===== src/rtl/ps2_guess_receiver.sv =====
// ps2_guess_receiver
//   PS/2 keyboard front end for the whack-a-mole game. It deserialises
//   device-to-host frames, checks start/stop/odd parity, and decodes
//   make/break/extended scancodes into the same guess/evaluate/restart
//   strobes the button front end produces.
//
// Ports
//   clk          system clock (100 MHz)
//   rst_n        asynchronous active-low reset
//   ps2_clk      raw keyboard clock, asynchronous
//   ps2_data     raw keyboard data, asynchronous
//   user_guess   last decoded hole index 0..7 (keys 1..8)
//   eval_now     one-cycle strobe, user_guess must be evaluated
//   restart      one-cycle strobe, Enter pressed
//   frame_error  one-cycle strobe on bad start/stop/parity or mid-frame timeout
//
// Frame FSM
//   state    | meaning
//   F_IDLE   | waiting for the start-bit fall strobe
//   F_SHIFT  | collecting bits 1..10, watchdog running
//   F_CHECK  | one cycle: validate the 11-bit frame
//
// Decoder FSM
//   state       | meaning
//   D_NORMAL    | no prefix pending
//   D_BREAK     | 0xF0 seen, next byte is a release and is dropped
//   D_EXT       | 0xE0 seen, extended key follows
//   D_EXT_BREAK | 0xE0 0xF0 seen, next byte is dropped
module ps2_guess_receiver #(
  parameter int FILTER_LEN     = 8,
  parameter int TIMEOUT_CYCLES = 100000
) (
  input  logic       clk,
  input  logic       rst_n,
  input  logic       ps2_clk,
  input  logic       ps2_data,
  output logic [2:0] user_guess,
  output logic       eval_now,
  output logic       restart,
  output logic       frame_error
);

  localparam int FW = $clog2(FILTER_LEN + 1);
  localparam int TW = $clog2(TIMEOUT_CYCLES + 1);
  localparam logic [FW-1:0] FILT_LAST = FW'(FILTER_LEN - 1);
  localparam logic [TW-1:0] WDOG_LAST = TW'(TIMEOUT_CYCLES - 1);

  typedef enum logic [1:0] {F_IDLE, F_SHIFT, F_CHECK} frame_state_t;
  typedef enum logic [1:0] {D_NORMAL, D_BREAK, D_EXT, D_EXT_BREAK} dec_state_t;

  logic [1:0]    clk_sync_q, clk_sync_d;
  logic [1:0]    data_sync_q, data_sync_d;
  logic [FW-1:0] filt_cnt_q, filt_cnt_d;
  logic          filt_lvl_q, filt_lvl_d;
  logic          fall_q, fall_d;

  frame_state_t  frame_q, frame_d;
  logic [10:0]   sr_q, sr_d;
  logic [3:0]    bit_cnt_q, bit_cnt_d;
  logic [TW-1:0] wdog_q, wdog_d;
  logic          frame_err_q, frame_err_d;
  logic          byte_valid;
  logic [7:0]    rx_byte;

  dec_state_t    dec_q, dec_d;
  logic [2:0]    guess_q, guess_d;
  logic          eval_q, eval_d;
  logic          restart_q, restart_d;
  logic          is_digit;
  logic [2:0]    digit_idx;

  // Synchroniser and glitch filter. The counter tracks how many consecutive
  // samples disagree with the current filtered level; any agreeing sample
  // clears it.
  always_comb begin
    clk_sync_d  = {clk_sync_q[0], ps2_clk};
    data_sync_d = {data_sync_q[0], ps2_data};
    filt_cnt_d  = '0;
    filt_lvl_d  = filt_lvl_q;
    fall_d      = 1'b0;
    if (clk_sync_q[1] != filt_lvl_q) begin
      if (filt_cnt_q == FILT_LAST) begin
        filt_lvl_d = clk_sync_q[1];
        fall_d     = filt_lvl_q;
      end else begin
        filt_cnt_d = filt_cnt_q + 1'b1;
      end
    end
  end

  // Bits enter at the top so that after 11 shifts the start bit sits in sr[0].
  always_comb begin
    frame_d     = frame_q;
    sr_d        = sr_q;
    bit_cnt_d   = bit_cnt_q;
    wdog_d      = wdog_q;
    frame_err_d = 1'b0;
    byte_valid  = 1'b0;
    case (frame_q)
      F_IDLE: begin
        wdog_d = '0;
        if (fall_q) begin
          sr_d      = {data_sync_q[1], sr_q[10:1]};
          bit_cnt_d = 4'd1;
          frame_d   = F_SHIFT;
        end
      end
      F_SHIFT: begin
        if (fall_q) begin
          sr_d      = {data_sync_q[1], sr_q[10:1]};
          bit_cnt_d = bit_cnt_q + 4'd1;
          wdog_d    = '0;
          if (bit_cnt_q == 4'd10) frame_d = F_CHECK;
        end else if (wdog_q == WDOG_LAST) begin
          frame_err_d = 1'b1;
          frame_d     = F_IDLE;
        end else begin
          wdog_d = wdog_q + 1'b1;
        end
      end
      F_CHECK: begin
        if (!sr_q[0] && sr_q[10] && (^sr_q[9:1])) byte_valid = 1'b1;
        else                                        frame_err_d = 1'b1;
        frame_d = F_IDLE;
      end
      default: frame_d = F_IDLE;
    endcase
  end

  assign rx_byte = sr_q[8:1];

  always_comb begin
    is_digit  = 1'b1;
    digit_idx = 3'd0;
    case (rx_byte)
      8'h16:   digit_idx = 3'd0;
      8'h1E:   digit_idx = 3'd1;
      8'h26:   digit_idx = 3'd2;
      8'h25:   digit_idx = 3'd3;
      8'h2E:   digit_idx = 3'd4;
      8'h36:   digit_idx = 3'd5;
      8'h3D:   digit_idx = 3'd6;
      8'h3E:   digit_idx = 3'd7;
      default: is_digit  = 1'b0;
    endcase
  end

  always_comb begin
    dec_d     = dec_q;
    guess_d   = guess_q;
    eval_d    = 1'b0;
    restart_d = 1'b0;
    if (byte_valid) begin
      case (dec_q)
        D_NORMAL: begin
          if (rx_byte == 8'hF0)      dec_d = D_BREAK;
          else if (rx_byte == 8'hE0) dec_d = D_EXT;
          else if (is_digit) begin
            guess_d = digit_idx;
            eval_d  = 1'b1;
          end else if (rx_byte == 8'h5A) begin
            restart_d = 1'b1;
          end
        end
        D_EXT:   dec_d = (rx_byte == 8'hF0) ? D_EXT_BREAK : D_NORMAL;
        default: dec_d = D_NORMAL;
      endcase
    end
  end

  always_ff @(posedge clk or negedge rst_n) begin
    if (!rst_n) begin
      clk_sync_q  <= 2'b11;
      data_sync_q <= 2'b11;
      filt_cnt_q  <= '0;
      filt_lvl_q  <= 1'b1;
      fall_q      <= 1'b0;
      frame_q     <= F_IDLE;
      sr_q        <= '0;
      bit_cnt_q   <= '0;
      wdog_q      <= '0;
      frame_err_q <= 1'b0;
      dec_q       <= D_NORMAL;
      guess_q     <= '0;
      eval_q      <= 1'b0;
      restart_q   <= 1'b0;
    end else begin
      clk_sync_q  <= clk_sync_d;
      data_sync_q <= data_sync_d;
      filt_cnt_q  <= filt_cnt_d;
      filt_lvl_q  <= filt_lvl_d;
      fall_q      <= fall_d;
      frame_q     <= frame_d;
      sr_q        <= sr_d;
      bit_cnt_q   <= bit_cnt_d;
      wdog_q      <= wdog_d;
      frame_err_q <= frame_err_d;
      dec_q       <= dec_d;
      guess_q     <= guess_d;
      eval_q      <= eval_d;
      restart_q   <= restart_d;
    end
  end

  assign user_guess  = guess_q;
  assign eval_now    = eval_q;
  assign restart     = restart_q;
  assign frame_error = frame_err_q;

endmodule


===== config.mk =====
export PLATFORM = sky130hd
export DESIGN_NAME = ps2_guess_receiver
export DESIGN_NICKNAME = d
export VERILOG_FILES = /design/src/rtl/ps2_guess_receiver.sv
export SDC_FILE = /design/constraint.sdc
export NUM_CORES = 1
export LEC_CHECK = 0
export BUFFER_PORTS_ARGS = -buffer_cell sky130_fd_sc_hd__buf_2
export CAP_MARGIN = 20
export CORE_MARGIN = 2
export CORE_UTILIZATION = 55
export CTS_CLUSTER_DIAMETER = 120
export DETAILED_ROUTE_END_ITERATION = 12
export PLACE_DENSITY = 0.72
export SYNTH_ARGS = -nofsm -noshare
export SYNTH_HDL_FRONTEND = slang
export SYNTH_SLANG_ARGS = --single-unit

===== constraint.sdc =====
create_clock -name clk -period 5.8 [get_ports clk]
set_clock_uncertainty 0.15 [all_clocks]
set_input_delay 0.58 -clock clk [delete_from_list [all_inputs] [get_ports clk]]
set_output_delay 0.58 -clock clk [all_outputs]
set_load 0.02 [all_outputs]

==> results.cfg, run 1 <==
[status]
status = completed

[finish]
area_delta_synth_final_pct = 6.68
diodes = 0
layout.nets = 303
fillers = 432
layout.cells.non_filler = 349
drive_gt1_share_pct = 15.4

[timing]
fin_crit_sh_pct = 44.5
period_minus_slack_ps = 2580
totalNegativeSetupSlack_ps = 0
slew_viol_final = 0
hold_violations = 0
setup_viol = 0
maxSlewHeadroom_pct = 42.4
fmax_ghz = 0.387
tightest_slew_ps = 862
rsz0062_at_grt = false

[synth]
synth_most_common_cell = dfrtp_1
netlist_top_cells_count = dfrtp_1 (47), o21ai_0 (36), nand2_1 (28), ha_1 (21), nand3_1 (15)
postSynthAreaPerCell_sq_um = 10.3
ys_types = 46
ys_seq_area_share_pct = 46.6
syn-num-nets = 298
synth_cells = 273
syn-cell-area_sq_mm = 0.00281
ys_ff_latch = 52
synth_top_area_cell = dfrtp_1
synthArstFlopShare_pct = 100
synthTopCellsByArea = dfrtp_1 (42%), ha_1 (9.4%), o21ai_0 (6.4%), dfstp_2 (4.7%), nand2_1 (3.7%)
ys_warn_count = 0
ys.flop_type = dfrtp_1
synth.top_cell.area_share_pct = 41.9
synth_edf_count = 0

[route]
vias = 2019
viasPerCell = 5.79
drtIter0Drc = 131
drt_pre_antenna_iters = 4
detail_route.wl_per_cell_um = 14.0
postRouteAntennaNets = 0
wirelength_um = 4880
drc_errors = 0

[clocking]
post_cts_buffers = 0
numCtsBuffers = 5
ctsHtreeMaxLevel = 2
cts_resized = 0
cts-hold-fix-buffers = 0
root_buffer = clkbuf_8
cts_num_sinks = 52
clk_latency_ps = 310
path_clk_slew_ps = 90
cts_tree = yes
clockBufferDepth = 2

[power]
power.density_mw_per_mm2 = 286
p_leak_nw = 1.31
ir_drop_uv = 209
finalPower_mw = 0.858

[setup_path]
critPathTopFamily = simple AND/OR/NAND/NOR gates
cp-end-kind = register
cp.arrival_ps = 2630
crit_buf_inv = 1
start_kind = register
crit_required_ps = 5850
crit_slowest_cell = nor2b_1
worstPathMaxFanout = 13
slowest_delay_ps = 750
crit_type = register to register
crit_chain = inv_1, ha_1, nor2b_1, and2_4, a311oi_2, mux2_1

[global_routing]
grt_max_degree = 53
gr-usage-all-layers_pct = 20.1
grt.overflow.total = 0
grt_antenna_before_repair = 0
grt_pass1_vias = 1860
grt_pass1_wl_um = 8730

[floorplanning]
start_util_pct = 56.0
dieArea_sq_mm = 0.00569
fp-row-count = 26
ios = 10
core_area_sq_mm = 0.00501
die_y_um = 75.5
die_x_um = 75.5

[placement]
dp_hpwl_um = 3310
io_buffers = 9
dp.cells = 341
gp_congestion = 0.859

[job]
max-cap-violations = 0

[hold_path]
min_path_type = register to register
-- power by group --
part,internal (mW),switching (mW)
Clock,0.128,0.116
Combinational,0.0742,0.116
Sequential,0.393,0.0301
-- sequential cells by signal, indices dropped and copies added (netlist names) --
register / count
wdog_q: 17
data_sync_q: 2
dec_q: 2
clk_sync_q: 2
bit_cnt_q: 4
eval_now: 1
filt_cnt_q: 4
user_guess: 3
restart: 1
fall_q: 1
frame_error: 1
sr_q: 11
filt_lvl_q: 1
frame_q: 2
-- layout by cell type (no fill, tap or decap), types with 5 or more instances in the layout --
cell	netlist	final
dfrtp_1	47	47
o21ai_0	36	36
nand2_1	28	28
ha_1	21	21
nand3_1	15	15
inv_1	12	12
nand4_1	12	12
nor2_1	10	10
mux2_2	9	9
buf_2	5	9
a31oi_1	6	6
a21oi_1	5	5
dfstp_2	5	5
clkbuf_8	0	5
-- worst register-to-register path, cell delays in order (launching register included) --
cell,delay (ps)
dfrtp_1,420
inv_1,110
ha_1,370
nor2b_1,750
and2_4,310
a311oi_2,40
mux2_1,330
-- area by class of cell --
type	instances	area (sq um)	share of cell area, %
Clock buffer	6	72.6	2.42
Clock inverter	2	35.0	1.17
Inverter	12	45.0	1.50
Sequential cell	52	1310	43.7
Multi-Input combinational cell	197	1400	46.6
Timing Repair Buffer	10	52.6	1.75
Tap cell	70	87.6	2.92
-- through the flow --
step           util [%]  setup WS [ps]  hold WS (ps)  cell area [sq um]
3_3_place_gp       57.6           3360           196               2890
2_1_floorplan         -           3560           134               2810
5_1_grt            59.8           3060           192               3000
6_report           59.8           3220           209               3000
3_5_place_dp       57.6           3280           197               2890
4_1_cts            59.8           3240           200               3000
-- path summary, 6_finish.rpt --
| kind | from | end | slack [ps] | cells after the start |
|---|---|---|---|---|
| setup reg to reg | frame_q[1] | frame_q[0] | 3220 | 6 |
| min in group asynchronous | rst_n | wdog_q[11] | 220 | 2 |
| hold / removal | clk_sync_q[0] | clk_sync_q[1] | 210 | 0 |
| hold reg to reg | clk_sync_q[0] | clk_sync_q[1] | 210 | 0 |
| max in group asynchronous | rst_n | wdog_q[3] | 4840 | 2 |
| setup / recovery | frame_q[1] | frame_q[0] | 3220 | 6 |
-- cell families (layout without fill, tap and decap cells) --
logic type                 count (synthesis)  in the layout  share of synthesized area, %
and+or+nand+nor                           94             94                          19.3
xor gates and xnor gates                   5              5                          2.32
adders and majority gates                 21             21                          9.36
buffers and inverters                     24             30                          3.74
DFF                                       52             52                          46.6
muxes                                     10             10                          4.01
AOI/OAI and AO/OA                         67             67                          14.8
-- metal layers --
layer,vias up,share of wire [%],global-route usage (%)
met5,-,0,0
met3,7,3.0,3.57
met4,0,1.7,7.02
li1,993,-,-
met2,31,45,30.0
met1,988,50,29.6
(Power assumes the default switching activity.)
==> inputs of run 2 (changes only) <==
--- a/config.mk
+++ b/config.mk
@@ -11,7 +11,7 @@
 export CORE_UTILIZATION = 55
 export CTS_CLUSTER_DIAMETER = 120
 export DETAILED_ROUTE_END_ITERATION = 12
-export PLACE_DENSITY = 0.72
+export PLACE_DENSITY = 0.75
 export SYNTH_ARGS = -nofsm -noshare
 export SYNTH_HDL_FRONTEND = slang
 export SYNTH_SLANG_ARGS = --single-unit
==> constraint.sdc (replaced) <==
create_clock -name clk -period 2.1 [get_ports clk]
set_clock_uncertainty 0.15 [all_clocks]
set_input_delay 0.21 -clock clk [delete_from_list [all_inputs] [get_ports clk]]
set_output_delay 0.21 -clock clk [all_outputs]
set_load 0.02 [all_outputs]
==> results.cfg, run 2 (same netlist as run 1, synthesis figures left out) <==
[power]
power.density_mw_per_mm2 = 821
combPwrFrac_pct = 24.5
p_seq_share_pct = 41.8
swShare_pct = 28.1
p_leak_nw = 1.50
switching_power_mw = 0.774
ir_drop_uv = 390
p_clk_share_pct = 33.7
internal-power_mw = 1.98

[finish]
fillers = 397
layout_common_cells = dfrtp_1 (47), o21ai_0 (34), buf_4 (31)
final_common_cell = dfrtp_1
top_regs = wdog_q x17, sr_q x11
postLayoutCoreUtil_pct = 67.0
diodes = 0
largest_register_ffs = 17
layout.nets = 336
drive_gt1_share_pct = 26.9
final_cell_area_sq_mm = 0.00336
largest-register = wdog_q
area_delta_synth_final_pct = 19.6

[route]
viasPerCell = 5.62
detail_route.wl_per_cell_um = 14.2
drt_pre_antenna_iters = 4
drc_errors = 0
drtIter0Drc = 115
wirelength_um = 5420
postRouteAntennaNets = 0
vias = 2146

[status]
violations = negative setup slack
status = finished, violations left

[floorplanning]
ios = 10
die_y_um = 75.5
core_area_sq_mm = 0.00501
die_x_um = 75.5
dieArea_sq_mm = 0.00569
start_util_pct = 56.0
fp-row-count = 26

[setup_path]
cp-end-kind = register
critPathTopFamily = XOR/XNOR gates
worstPathMaxFanout = 4
crit_required_ps = 2150
reg2reg_setup_slack_ps = -190
start_kind = register
slowest_delay_ps = 410
cp.arrival_ps = 2340
crit_buf_inv = 1
crit_chain = inv_1, ha_4, xnor3_1, xnor2_2, nand2_2, nor3b_4, mux2_2
crit_type = register to register
crit_slowest_cell = xnor3_1

[placement]
place_ws_ps = -173
gp_congestion = 0.843
io_buffers = 9
postPlaceCellArea_sq_mm = 0.00311
dp_hpwl_um = 3790

[clocking]
ctsHtreeMaxLevel = 2
cts_tree = yes
clockBufferDepth = 2
cts_num_sinks = 52
path_clk_slew_ps = 90
clk_latency_ps = 310
root_buffer = clkbuf_8
numCtsBuffers = 5

[global_routing]
grt_pass1_wl_um = 9550
grt.overflow.total = 0
gr-usage-all-layers_pct = 22.2
grt_pass1_vias = 2056
grt_antenna_before_repair = 0
grt_max_degree = 53

[hold_path]
min_path_type = register to register

[timing]
setup_viol = 3
maxSlewHeadroom_pct = 57.1
hold_violations = 0
slew_viol_final = 0
setup_slack_ps = -190
fin_crit_sh_pct = 109
fmax_ghz = 0.437
rsz0062_at_grt = true
period_minus_slack_ps = 2290
tightest_slew_ps = 643

[job]
max-cap-violations = 0
[run 2: cell types whose count changed in the layout (fill, tap and decap cells not counted), sizes merged]
| cell | previous run | this run |
|---|---|---|
| buf | 10 | 40 |
| dlygate4sd3 | 0 | 3 |
| bufinv | 1 | 3 |
| clkbuf | 6 | 5 |
| clkinv | 1 | 0 |
[run 2: cell type report]
| type | count | area, sq um | area share [%] |
|---|---|---|---|
| clock buffer | 5 | 68.8 | 2.05 |
| clock inverter | 3 | 90.1 | 2.68 |
| inverter | 12 | 45.0 | 1.34 |
| multi-input combinational | 197 | 1450 | 43.2 |
| sequential | 52 | 1310 | 38.9 |
| tap | 70 | 87.6 | 2.61 |
| timing repair buffer | 43 | 308 | 9.17 |
[run 2: metrics by stage]
stage / TNS, ps / total power, mW / cells / hold slack [ps]
final: -522 / 2.76 / 382 / 210
after CTS: -583 / 2.76 / 381 / 212
after detailed placement: -506 / 1.83 / 370 / 167
after global routing: -828 / 2.92 / 382 / 214
after global placement: -360 / 1.81 / 370 / 165
after floorplan: -310 / 1.59 / 273 / -236
[run 2: worst paths after layout]
check	depth (start not counted)	endpoint	start
worst max-delay path	7	user_guess[2]	sr_q[8]
worst min-delay path	0	clk_sync_q[1]	clk_sync_q[0]
worst max register to register	7	user_guess[2]	sr_q[8]
worst min register to register	0	clk_sync_q[1]	clk_sync_q[0]
max in group asynchronous	3	sr_q[10]	rst_n
min in group asynchronous	3	eval_now	rst_n
[run 2: routing by layer]
| layer | GRT usage, % | vias to the layer above | wire length (um) |
|---|---|---|---|
| met4 | 6.24 | 0 | 61 |
| li1 | - | 1057 | - |
| met3 | 5.16 | 4 | 227 |
| met5 | 0 | - | 0 |
| met2 | 34.9 | 48 | 2570 |
| met1 | 31.1 | 1037 | 2560 |
[run 2: what timing repair did]
item	in CTS	in global routing
setup endpoints to repair	3	9
hold endpoints to repair	49	0
pin swaps	0	1
gates cloned	0	0
resized for setup	0	14
setup buffers	0	1
hold buffers	3	0
[run 2: power by group through the flow]
stage	Combinational [mW]	Clock (mW)	Sequential, mW
global route	0.767	0.986	1.16
floorplan	0.439	0	1.16
finish	0.675	0.930	1.15
global placement	0.649	0	1.16
detailed placement	0.663	0	1.17
CTS	0.674	0.940	1.15
